**src/rtl/cpu_pkg.sv**
```systemverilog
// ----------------------------------------------------------------------------
// cpu_pkg
// Shared definitions for the CPU run/debug sequencer.
//   - state_t : sequencer state encodings as seen on the 'state' output
//   - cmd_t   : command codes accepted on the command interface
//   - DEF_PC_W / DEF_CNT_W : default widths for the PC and the counters
// ----------------------------------------------------------------------------
package cpu_pkg;

    localparam int DEF_PC_W  = 8;
    localparam int DEF_CNT_W = 32;

    typedef enum logic [2:0] {
        S_PAUSED = 3'd0,
        S_RUN    = 3'd1,
        S_STEP   = 3'd2,
        S_BREAK  = 3'd3,
        S_DONE   = 3'd4
    } state_t;

    typedef enum logic [2:0] {
        CMD_NOP     = 3'd0,
        CMD_RUN     = 3'd1,
        CMD_PAUSE   = 3'd2,
        CMD_STEP    = 3'd3,
        CMD_SET_BP  = 3'd4,
        CMD_CLR_BP  = 3'd5,
        CMD_CLR_CNT = 3'd6,
        CMD_RSVD    = 3'd7
    } cmd_t;

endpackage

```
**src/rtl/cpu_run_ctrl_if.sv**
```systemverilog
// ----------------------------------------------------------------------------
// cpu_run_ctrl_if
// Bundles the command channel, the CPU status inputs and the sequencer
// outputs of cpu_run_ctrl.
//   master : the side issuing commands and reporting CPU status (bench/host)
//   slave  : the sequencer itself
// Signals:
//   cmd_valid/cmd/cmd_addr/cmd_ready : command handshake
//   pc/fetch_pulse/cpu_halted        : CPU status
//   cpu_en/state/bp_en               : sequencer control and status
//   cycle_cnt/instr_cnt              : bring-up counters
// ----------------------------------------------------------------------------
interface cpu_run_ctrl_if #(
    parameter int PC_W  = 8,
    parameter int CNT_W = 32
) ();

    logic             cmd_valid;
    logic [2:0]       cmd;
    logic [PC_W-1:0]  cmd_addr;
    logic             cmd_ready;
    logic [PC_W-1:0]  pc;
    logic             fetch_pulse;
    logic             cpu_halted;
    logic             cpu_en;
    logic [2:0]       state;
    logic             bp_en;
    logic [CNT_W-1:0] cycle_cnt;
    logic [CNT_W-1:0] instr_cnt;

    modport master (
        output cmd_valid, cmd, cmd_addr, pc, fetch_pulse, cpu_halted,
        input  cmd_ready, cpu_en, state, bp_en, cycle_cnt, instr_cnt
    );

    modport slave (
        input  cmd_valid, cmd, cmd_addr, pc, fetch_pulse, cpu_halted,
        output cmd_ready, cpu_en, state, bp_en, cycle_cnt, instr_cnt
    );

endinterface

```
**src/rtl/cpu_run_ctrl_sat_counter.sv**
```systemverilog
// ----------------------------------------------------------------------------
// sat_counter
// Up-counter that sticks at all-ones instead of wrapping.
//   clk, reset : clock and asynchronous active-high reset
//   inc        : count up by one this edge (ignored when saturated)
//   clr        : zero the counter; wins over inc
//   count      : current value
// ----------------------------------------------------------------------------
module sat_counter #(
    parameter int W = 32
) (
    input  logic         clk,
    input  logic         reset,
    input  logic         inc,
    input  logic         clr,
    output logic [W-1:0] count
);

    // Clear has priority so a clear issued during an active cycle leaves zero.
    always_ff @(posedge clk or posedge reset) begin
        if (reset) begin
            count <= '0;
        end else if (clr) begin
            count <= '0;
        end else if (inc && (count != {W{1'b1}})) begin
            count <= count + W'(1);
        end
    end

endmodule

```
**src/rtl/cpu_run_ctrl.sv**
```systemverilog
// ----------------------------------------------------------------------------
// cpu_run_ctrl
// Run/debug sequencer for the 16-bit multi-cycle CPU. Generates the CPU
// enable from host commands (run, pause, single-step, one PC breakpoint),
// stops for good on the CPU halt flag and keeps cycle / instruction counters.
// Ports:
//   clk   : system clock, all state on the rising edge
//   reset : asynchronous active-high reset
//   bus   : cpu_run_ctrl_if.slave (command channel, CPU status, outputs)
// Parameters:
//   PC_W      : PC and breakpoint address width
//   CNT_W     : counter width
//   RESET_RUN : 1 to come out of reset already running
// ----------------------------------------------------------------------------
module cpu_run_ctrl
    import cpu_pkg::*;
#(
    parameter int PC_W      = DEF_PC_W,
    parameter int CNT_W     = DEF_CNT_W,
    parameter int RESET_RUN = 0
) (
    input logic          clk,
    input logic          reset,
    cpu_run_ctrl_if.slave bus
);

    localparam state_t RST_STATE = (RESET_RUN != 0) ? S_RUN : S_PAUSED;
    localparam logic   RST_EN    = (RESET_RUN != 0);

    state_t          state_q, state_d;
    logic            cpu_en_q;
    logic            skip_bp_q, skip_bp_d;
    logic            bp_en_q, bp_en_d;
    logic [PC_W-1:0] bp_addr_q, bp_addr_d;
    logic            cmd_ready;
    logic            accept;
    logic            bp_hit;
    cmd_t            cmd_code;
    logic [CNT_W-1:0] cycle_cnt;
    logic [CNT_W-1:0] instr_cnt;

    // Commands are held off only while a single step is in flight.
    assign cmd_ready = (state_q != S_STEP);
    assign accept    = bus.cmd_valid && cmd_ready;
    assign cmd_code  = cmd_t'(bus.cmd);

    // skip_bp lets a resume from BREAK get past the instruction it stopped on.
    assign bp_hit = bus.fetch_pulse && bp_en_q && (bus.pc == bp_addr_q) && !skip_bp_q;

    // Next state, breakpoint register and skip flag. Internal events override
    // commands, and halt overrides everything.
    always_comb begin
        state_d   = state_q;
        skip_bp_d = skip_bp_q;
        bp_en_d   = bp_en_q;
        bp_addr_d = bp_addr_q;

        if (bus.fetch_pulse) begin
            skip_bp_d = 1'b0;
        end

        if (accept && (cmd_code == CMD_SET_BP)) begin
            bp_en_d   = 1'b1;
            bp_addr_d = bus.cmd_addr;
        end else if (accept && (cmd_code == CMD_CLR_BP)) begin
            bp_en_d = 1'b0;
        end

        case (state_q)
            S_PAUSED: begin
                if (accept && (cmd_code == CMD_RUN)) begin
                    state_d = S_RUN;
                end else if (accept && (cmd_code == CMD_STEP)) begin
                    state_d = S_STEP;
                end
            end
            S_RUN: begin
                if (bp_hit) begin
                    state_d = S_BREAK;
                end else if (accept && (cmd_code == CMD_PAUSE)) begin
                    state_d = S_PAUSED;
                end
            end
            S_STEP: begin
                if (bus.fetch_pulse) begin
                    state_d = S_PAUSED;
                end
            end
            S_BREAK: begin
                if (accept && (cmd_code == CMD_RUN)) begin
                    state_d   = S_RUN;
                    skip_bp_d = 1'b1;
                end else if (accept && (cmd_code == CMD_STEP)) begin
                    state_d = S_STEP;
                end else if (accept && (cmd_code == CMD_PAUSE)) begin
                    state_d = S_PAUSED;
                end
            end
            S_DONE: begin
                state_d = S_DONE;
            end
            default: begin
                state_d = RST_STATE;
            end
        endcase

        if (bus.cpu_halted) begin
            state_d = S_DONE;
        end
    end

    // State register; cpu_en is derived from the next state so it changes on
    // the same edge as the state it belongs to.
    always_ff @(posedge clk or posedge reset) begin
        if (reset) begin
            state_q   <= RST_STATE;
            cpu_en_q  <= RST_EN;
            skip_bp_q <= 1'b0;
            bp_en_q   <= 1'b0;
            bp_addr_q <= '0;
        end else begin
            state_q   <= state_d;
            cpu_en_q  <= (state_d == S_RUN) || (state_d == S_STEP);
            skip_bp_q <= skip_bp_d;
            bp_en_q   <= bp_en_d;
            bp_addr_q <= bp_addr_d;
        end
    end

    sat_counter #(.W(CNT_W)) u_cycle_cnt (
        .clk   (clk),
        .reset (reset),
        .inc   (cpu_en_q),
        .clr   (accept && (cmd_code == CMD_CLR_CNT)),
        .count (cycle_cnt)
    );

    sat_counter #(.W(CNT_W)) u_instr_cnt (
        .clk   (clk),
        .reset (reset),
        .inc   (cpu_en_q && bus.fetch_pulse),
        .clr   (accept && (cmd_code == CMD_CLR_CNT)),
        .count (instr_cnt)
    );

    assign bus.cmd_ready = cmd_ready;
    assign bus.cpu_en    = cpu_en_q;
    assign bus.state     = state_q;
    assign bus.bp_en     = bp_en_q;
    assign bus.cycle_cnt = cycle_cnt;
    assign bus.instr_cnt = instr_cnt;

endmodule

```
**src/flat_wrapper.sv**
```systemverilog
// flat-port wrapper written by rule: the top's interface ports become plain ports
module cpu_run_ctrl_flat import cpu_pkg::*;
#(
    parameter int PC_W      = DEF_PC_W,
    parameter int CNT_W     = DEF_CNT_W,
    parameter int RESET_RUN = 0
)
  (clk, reset, bus_cmd_valid, bus_cmd, bus_cmd_addr, bus_pc, bus_fetch_pulse, bus_cpu_halted, bus_cmd_ready, bus_cpu_en, bus_state, bus_bp_en, bus_cycle_cnt, bus_instr_cnt);
  cpu_run_ctrl_if #(.PC_W(PC_W), .CNT_W(CNT_W)) bus_i ();
  input logic clk;
  input logic reset;
  input wire logic [$bits(bus_i.cmd_valid)-1:0] bus_cmd_valid;
  input wire logic [$bits(bus_i.cmd)-1:0] bus_cmd;
  input wire logic [$bits(bus_i.cmd_addr)-1:0] bus_cmd_addr;
  input wire logic [$bits(bus_i.pc)-1:0] bus_pc;
  input wire logic [$bits(bus_i.fetch_pulse)-1:0] bus_fetch_pulse;
  input wire logic [$bits(bus_i.cpu_halted)-1:0] bus_cpu_halted;
  output wire logic [$bits(bus_i.cmd_ready)-1:0] bus_cmd_ready;
  output wire logic [$bits(bus_i.cpu_en)-1:0] bus_cpu_en;
  output wire logic [$bits(bus_i.state)-1:0] bus_state;
  output wire logic [$bits(bus_i.bp_en)-1:0] bus_bp_en;
  output wire logic [$bits(bus_i.cycle_cnt)-1:0] bus_cycle_cnt;
  output wire logic [$bits(bus_i.instr_cnt)-1:0] bus_instr_cnt;
  assign bus_i.cmd_valid = bus_cmd_valid;
  assign bus_i.cmd = bus_cmd;
  assign bus_i.cmd_addr = bus_cmd_addr;
  assign bus_i.pc = bus_pc;
  assign bus_i.fetch_pulse = bus_fetch_pulse;
  assign bus_i.cpu_halted = bus_cpu_halted;
  assign bus_cmd_ready = bus_i.cmd_ready;
  assign bus_cpu_en = bus_i.cpu_en;
  assign bus_state = bus_i.state;
  assign bus_bp_en = bus_i.bp_en;
  assign bus_cycle_cnt = bus_i.cycle_cnt;
  assign bus_instr_cnt = bus_i.instr_cnt;
  cpu_run_ctrl #(.PC_W(PC_W), .CNT_W(CNT_W), .RESET_RUN(RESET_RUN)) u_core (.clk(clk), .reset(reset), .bus(bus_i));
endmodule
```
**config.mk**
```make
export PLATFORM = sky130hd
export DESIGN_NAME = cpu_run_ctrl_flat
export DESIGN_NICKNAME = d
export VERILOG_FILES = /design/src/rtl/cpu_pkg.sv /design/src/rtl/cpu_run_ctrl_if.sv /design/src/rtl/cpu_run_ctrl_sat_counter.sv /design/src/rtl/cpu_run_ctrl.sv /design/src/flat_wrapper.sv
export SDC_FILE = /design/constraint.sdc
export NUM_CORES = 1
export LEC_CHECK = 0
export CAP_MARGIN = 40
export CELL_PAD_IN_SITES_DETAIL_PLACEMENT = 1
export CELL_PAD_IN_SITES_GLOBAL_PLACEMENT = 1
export CORE_ASPECT_RATIO = 1.75
export CORE_MARGIN = 2
export CORE_UTILIZATION = 42
export CTS_CLUSTER_DIAMETER = 40
export CTS_CLUSTER_SIZE = 12
export DETAILED_ROUTE_END_ITERATION = 12
export PLACE_DENSITY = 0.86
export SETUP_SLACK_MARGIN = 0.02
export SLEW_MARGIN = 20
export SYNTH_ARGS = -nofsm -noshare
export SYNTH_HDL_FRONTEND = slang
export SYNTH_SLANG_ARGS = --single-unit
```
**constraint.sdc**
```tcl
create_clock -name clk -period 4.85 [get_ports clk]
set_input_delay 0.7275 -clock clk [delete_from_list [all_inputs] [get_ports clk]]
set_output_delay 0.7275 -clock clk [all_outputs]
set_load 0.02 [all_outputs]
```
# After elaboration in Yosys (flattened, before gate mapping)
# Cells that the tools add are included.
word_totals:
  regBits: 78
  in_bits: 24
  output_inout_bits: 70
  word_cells: 62
op_classes:
  addsub: 2
  eq_ne: 16
  mux: 18
  reduce_logical: 19
op_table:
  columns: ["op", "count"]
  rows:
  - ["$mux 32", 4]
  - ["$add 32x1->32 const B", 2]
  - ["$ne 32x32->1 const B", 2]
  - ["$mux 3", 8]
  - ["$eq 3x2->1 const B", 5]
  - ["$pmux 3 s5", 1]
  - ["$logic_and 1x1->1", 13]
  - ["$eq 3x3->1 const B", 4]
  - ["$eq 3x1->1 const B", 3]
  - ["$eq 8x8->1", 1]
  - ["$reduce_bool 2->1", 3]
  - ["$mux 1", 5]
  - ["$logic_not 3->1", 1]
  - ["$ne 3x2->1 const B", 1]
  - ["$logic_not 1->1", 1]
  - ["$logic_or 1x1->1", 1]

# Logic depth before layout (Yosys ltp)
# Gate-level depths: netlist (run 1).
depth:
  depth_word: 10
  ltp_mapped: 7

# Hierarchy
# From an unflattened synthesis (run 1), not the netlist that was laid out.
hier_totals:
  cells_unflattened: 446
  area_unflattened_um2: 4281.6
by_module_without_submodules:
  columns: ["mod", "n_inst", "cells_each", "area_each_um2"]
  rows:
  - ["sat_counter", 2, 186, 1740.4]
  - ["cpu_run_ctrl", 1, 74, 800.8]

# Worst setup path after synthesis (run 1)
# Ideal clock, no wire load.
synth_path:
  kind: "reg-to-reg"
  startpoint: "reg u_core.state_q[0] (netlist: u_core.bus.state[0])"
  endpoint: "reg u_core.bp_addr_q[0]"
  setup_time_ps: 125
  arrival_ps: 1952
  required_ps: 4725
  slack_ps: 2773
  path_stages_with_launch: 5
  n_path_buf: 0
  synth_period_minus_slack_ps: 2077
  path_cell_list: "dfrtp_1 > or3b_1 > or3b_2 > nor2_2 > mux2_2"
synth_via:
  elab_chain_len: 3
synth_lines:
  columns: ["element", "line", "rtl"]
  rows:
  - ["from (decl)", "cpu_run_ctrl.sv:30", "state_t state_q, state_d;"]
  - ["from (signal assigned)", "cpu_run_ctrl.sv:122", "state_q <= state_d;"]
  - ["$ne 3x2->1", "cpu_run_ctrl.sv:43", "assign cmd_ready = (state_q != S_STEP);"]
  - ["named net bus_cmd_ready", "flat_wrapper.sv:18", "output wire logic [$bits(bus_i.cmd_ready)-1:0] bus_cmd_ready;"]
  - ["$logic_and 1x1->1", "cpu_run_ctrl.sv:44", "assign accept = bus.cmd_valid && cmd_ready;"]
  - ["$logic_and 1x1->1", "cpu_run_ctrl.sv:62", "if (accept && (cmd_code == CMD_SET_BP)) begin"]
  - ["to (signal assigned)", "cpu_run_ctrl.sv:126", "bp_addr_q <= bp_addr_d;"]
  - ["to (decl)", "cpu_run_ctrl.sv:34", "logic [PC_W-1:0] bp_addr_q, bp_addr_d;"]
# The timed path passes the listed nets, and every way through them passes these cells.
# A chain may end at the register's enable or synchronous reset.

# Worst setup path after layout (run 1)
layout_path:
  startpoint: "in bus_cmd[1]"
  endpoint: "reg u_core.u_instr_cnt.count[30]"
layout_via:
  elab_chain_len: 3
layout_lines:
  columns: ["element", "line", "rtl"]
  rows:
  - ["from (decl)", "flat_wrapper.sv:13", "input wire logic [$bits(bus_i.cmd)-1:0] bus_cmd;"]
  - ["$eq 3x3->1 (*)", "cpu_run_ctrl.sv:142", ".clr (accept && (cmd_code == CMD_CLR_CNT)),"]
  - ["$logic_and 1x1->1 (*)", "cpu_run_ctrl.sv:142", null]
  - ["$mux 32 / $reduce_bool 2->1 (equally long branches)", null, null]
  - ["to (signal assigned)", "cpu_run_ctrl_sat_counter.sv:26", "count <= count + W'(1);"]
  - ["to (decl)", "cpu_run_ctrl_sat_counter.sv:16", "output logic [W-1:0] count"]
# Mark *: on every way between the ends. The rest lies on a longest branch, timed or not.

==> results.cfg, run 1 <==
[logic_synthesis]
yosys_most_used_dff = dfrtp_1
ys_types = 62
synth_edf_count = 0
postSynthCellCount = 471
yosys_warnings = 0
yosys_register_bits = 78
async_flop_share = 1.00
syn_area_um2 = 4430
postSynthAreaPerCell_um2 = 9.40
yosysSeqAreaShare = 0.441
synth_fp_nets = 497

[critical_path]
crit_fanout = 29
crit_required_ns = 5.08
slowest_delay_ns = 0.58
path_buf_inv = 2
crit_arrival_ns = 2.80
path_cells = clkdlybuf4s50_1 -> nor2b_1 -> and3b_2 -> buf_4 -> nor2_1 -> a31o_1
critPathSlowestCell = and3b_2
end_kind = flip-flop
crit_family = buffers and inverters
crit_type = primary input to flip-flop
start_kind = primary input

[power]
seq_power_share = 0.458
combPwrFrac = 0.096
pwr_density_cell_nw_per_um2 = 271
finalPower_uw = 1560
p_clk_frac = 0.446
swShare = 0.245
leakage_uw = 0.00225
p_int_uw = 1180
vdd_ir_drop_max_uv = 209
netSwitchingPower_uw = 384

[placement]
post-place-cells = 679
place_ws_ns = 1.90
place.gp.congestion = 0.839
hpwl_um = 9880
numPortBuffers = 93

[sta]
slew_viol_final = 0
tightest_slew_ns = 0.668
clock_skew_ns = 0.00680
hold_viol_final = 0
post-route-period-util = 0.531
period_needed_ns = 2.57
setup_viol = 0
slew_headroom = 0.551
max_freq_mhz = 389
postLayoutSetupSlackWorst_ns = 2.28
rsz0062_at_grt = no
tns_ns = 0

[global_route]
grt-ovfl-total = 0
grt_pass1_vias = 4581
grt_busiest_layer = met2
grt_util_met1 = 0.296
global_route.usage.total = 0.264
antenna_found_initial = 0
grt_pass1_wl_um = 23200
met2_usage = 0.479
use_met3 = 0.0506
grt_max_degree = 51

[floorplanning]
die_y_um = 140
rows = 49
core_um2 = 10300
die_w_um = 81.6
die_area_um2 = 11400
ios = 94
initial_core_util = 0.430

[layout]
fin_cells = 695
antenna_cells = 0
layout_common_cells = 93 x clkdlybuf4s50_1, 78 x dfrtp_1, 43 x a21oi_1, 34 x nand2_1, 28 x nor2_1
final_common_cell = clkdlybuf4s50_1
nNetsFinal = 589
drive_gt1_frac = 0.0898
area_growth_pct = 30.4

[detailed_routing]
drt-total-wl_um = 13900
drt_iter0_drc = 164
vias = 4236
vias_per_cell = 6.09
wl_per_cell_um = 20.1
post-route-drc-count = 0
drtAntennaViolNets = 0
drtPass1Iterations = 4

[clock_tree]
cts_resized = 0
cts_tree = yes
clock_sinks = 78
cts_hold_buf = 0
cts_root_buffer = clkbuf_16
clk_pin_slew_ns = 0.06
clk-insertion-delay-late_ns = 0.34
cts_buffer_depth = 2
htree_num_levels = 3
cts_buffers = 9
cts_setup_buffers = 0

[status]
status = finished clean

[worst_hold_path]
holdCritPathClass = flip-flop to flip-flop

[run]
drv_cap = 0
-- per-stage QoR --
step / hold WS (ns) / util / cell area [µm²]
CTS: 0.543 / 0.560 / 5770
global placement: 0.514 / 0.530 / 5460
floorplan: 0.498 / - / 4430
global route: 0.562 / 0.560 / 5770
finish: 0.539 / 0.560 / 5770
detailed placement: 0.530 / 0.531 / 5470
-- cells in the mapped netlist, drive strengths merged (4+ instances only) --
cell type,count,area (µm²)
dfrtp,78,1950
a21oi,43,215
nand2,34,128
nor2,29,111
o21ai,29,145
or3,27,174
nand3,26,130
nand4,21,153
inv,17,63.8
nor3,13,86.3
xor2,12,105
and3,11,68.8
clkbuf,10,37.5
nor4,9,98.8
or4,9,71.3
xnor2,9,78.8
mux2,8,90.1
nand2b,8,50.1
o31ai,8,73.8
a31o,7,61.3
o211ai,7,71.3
and4,6,52.6
a211oi,5,37.5
and2,5,31.3
buf,5,33.8
a31oi,4,25.0
mux2i,4,40.0
nand4b,4,35.0
-- power groups by stage --
stage                     combinational, µW  clock [µW]  sequential, µW
final                                   150         697             717
after global routing                    164         739             720
after CTS                               153         703             716
after detailed placement                152           0             727
after global placement                  144           0             724
after floorplan                        61.9           0             735
-- sequential cells by signal, summed over array words and instances, names as in the netlist --
signal                    count
u_core.bp_addr_q              8
u_core.skip_bp_q              1
u_core.u_cycle_cnt.count     32
u_core.u_instr_cnt.count     32
u_core.bus.cpu_en             1
u_core.bus.state              3
u_core.bus.bp_en              1
-- final timing paths --
kind	startpoint	to	slack (ns)	cells past startpoint
min in group asynchronous	reset	u_core.u_instr_cnt.count[26]	0.80	2
min	u_core.bp_addr_q[7]	u_core.bp_addr_q[7]	0.54	1
max reg2reg	u_core.bus.state[0]	u_core.u_cycle_cnt.count[28]	2.41	5
max	bus_cmd[1]	u_core.u_instr_cnt.count[30]	2.28	6
min reg2reg	u_core.bp_addr_q[7]	u_core.bp_addr_q[7]	0.54	1
max in group asynchronous	reset	u_core.bp_addr_q[2]	2.97	3
-- cell families (layout without fill, tap and decap cells) --
group,after synthesis,count (layout),share of synthesized area
buffers and inverters,32,129,0.0305
AOI/OAI and AO/OA,114,114,0.166
DFF,78,78,0.441
and+or+nand+nor,212,212,0.286
adders and majority gates,2,2,0.00565
xor gates and xnor gates,21,21,0.0416
muxes,12,12,0.0294
-- layout make-up --
type                       count  area, µm²
clock inverter                 4       45.0
timing repair buffer          96        957
clock buffer                  12        256
multi-input combinational    361       2340
tap                          127        159
inverter                      17       63.8
fill                        1164       4530
sequential                    78       1950
-- routing by layer --
metal	vias up	wire, µm
met1	2153	5320
met2	103	7890
met3	29	356
met4	0	382
li1	1951	-
met5	-	0
Power figures use the tool's default switching activity.
==> inputs of run 2 (changes only) <==
CORE_UTILIZATION = 39   (was 42)
PLACE_DENSITY = 0.81   (was 0.86)
clock period = 2.5 ns   (was 4.85 ns; I/O delays follow)
==> run 2 against run 1 <==
- via count decreased by 0.80%
- register-to-register slack worse by 2.2 ns
- clock power grew 100%
- clock skew decreased by 0.00092 ns
- count of clock-buffer cells in the layout decreased by 2
- flip-flop and latch count unchanged
- non-clock buffer count is 14 higher
- first-iteration DRC count down 46%
- critical path depth unchanged
- setup slack lost 2.1 ns
- sequential share of layout area fell by 0.82 points
- critical path type is now flip-flop to flip-flop
- largest cell class unchanged
==> results.cfg, run 2 (same netlist as run 1, synthesis figures left out) <==
[critical_path]
path_buf_inv = 1
end_kind = flip-flop
path_cells = ha_1 -> inv_1 -> nor4_2 -> o211ai_2 -> or4_1 -> a21oi_1
crit_type = flip-flop to flip-flop
reg2regPathDepth = 6
crit_required_ns = 2.77
crit_arrival_ns = 2.59
start_kind = flip-flop
critPathSlowestCell = or4_1
crit_fanout = 13
slowest_delay_ns = 0.47
crit_family = simple AND/OR/NAND/NOR gates
path_depth = 6

[floorplanning]
die_w_um = 84.5
die_y_um = 145
ios = 94
die_area_um2 = 12200
initial_core_util = 0.399
core_um2 = 11100
rows = 51

[detailed_routing]
drt-total-wl_um = 13300
wl_per_cell_um = 18.7
drtPass1Iterations = 4
vias = 4202
drt_iter0_drc = 88
drtAntennaViolNets = 0
post-route-drc-count = 0
vias_per_cell = 5.90

[power]
pwr_density_cell_nw_per_um2 = 522
p_clk_frac = 0.456
vdd_ir_drop_max_uv = 382
leakage_uw = 0.00233
seq_power_share = 0.448
swShare = 0.235
netSwitchingPower_uw = 724
combPwrFrac = 0.096
p_int_uw = 2360
finalPower_uw = 3090

[sta]
slew_headroom = 0.552
hold_viol_final = 0
setup_viol = 0
post-route-period-util = 0.928
hold_slack_ns = 0.365
slew_viol_final = 0
tns_ns = 0
tightest_slew_ns = 0.671
clock_skew_ns = 0.00588
rsz0062_at_grt = no
period_needed_ns = 2.32
max_freq_mhz = 431

[clock_tree]
htree_num_levels = 3
cts_buffers = 9
cts_hold_buf = 0
clock_sinks = 78
clk-insertion-delay-late_ns = 0.34
cts_buffer_depth = 2
cts_setup_buffers = 0
cts_root_buffer = clkbuf_16
clk_pin_slew_ns = 0.06
cts_tree = yes
cts_resized = 0

[layout]
reg_top3 = u_core.u_cycle_cnt.count x32, u_core.u_instr_cnt.count x32, u_core.bp_addr_q x8
antenna_cells = 0
layout_common_cells = 93 x clkdlybuf4s50_1, 78 x dfrtp_1, 43 x a21oi_1, 34 x nand2_1, 28 x nor2_1
area_growth_pct = 33.7
design_area_um2 = 5920
drive_gt1_frac = 0.110
final_common_cell = clkdlybuf4s50_1
nNetsFinal = 603
fill_cells = 1274

[status]
status = finished clean

[placement]
placed_area_um2 = 5610
hpwl_um = 9920
place.gp.congestion = 0.871
numPortBuffers = 93

[global_route]
grt_max_degree = 46
global_route.usage.total = 0.220
grt_pass1_vias = 4510
grt-ovfl-total = 0
antenna_found_initial = 0
grt_pass1_wl_um = 21800

[worst_hold_path]
holdCritPathClass = primary input to async pin

[run]
drv_cap = 0
## run 2: cell type report
cell class	instances	area, µm²	area share
clock buffers	10	239	0.0404
inverters	17	65.1	0.0110
well taps	132	165	0.0279
repair buffers	110	1080	0.183
flip-flops and latches	78	1950	0.330
clock inverters	4	72.6	0.0123
multi-input cells	361	2340	0.395
## run 2: metrics by stage
step / utilization / instances / worst slack, ns
after CTS: 0.533 / 712 / 0.165
after global placement: 0.505 / 698 / 0.179
after detailed placement: 0.505 / 698 / 0.0793
after global routing: 0.533 / 712 / 0.0729
after floorplan: - / 471 / 0.130
final: 0.533 / 712 / 0.179
## run 2: power by group through the flow
stage	clock (µW)	sequential, µW	combinational, µW
floorplan	0	1430	120
global placement	0	1400	292
detailed placement	0	1410	302
CTS	1430	1380	303
global route	1480	1390	325
finish	1410	1380	297
## run 2: final timing paths
check / slack (ns) / endpoint / start
setup / recovery: 0.18 / u_core.u_instr_cnt.count[20] / u_core.u_instr_cnt.count[0]
hold / removal: 0.37 / u_core.u_instr_cnt.count[24] / reset
setup reg to reg: 0.18 / u_core.u_instr_cnt.count[20] / u_core.u_instr_cnt.count[0]
hold reg to reg: 0.53 / u_core.bp_addr_q[1] / u_core.bp_addr_q[1]
max in group asynchronous: 1.43 / u_core.u_instr_cnt.count[14] / reset
min in group clk: 0.53 / u_core.bp_addr_q[1] / u_core.bp_addr_q[1]
## run 2: routing by layer
| layer | up-vias | global-route usage | share of wire |
|---|---|---|---|
| met5 | - | 0 | 0 |
| met4 | 0 | 0.0683 | 0.018 |
| met1 | 2110 | 0.228 | 0.36 |
| met2 | 95 | 0.424 | 0.58 |
| met3 | 19 | 0.0512 | 0.039 |
| li1 | 1978 | - | - |
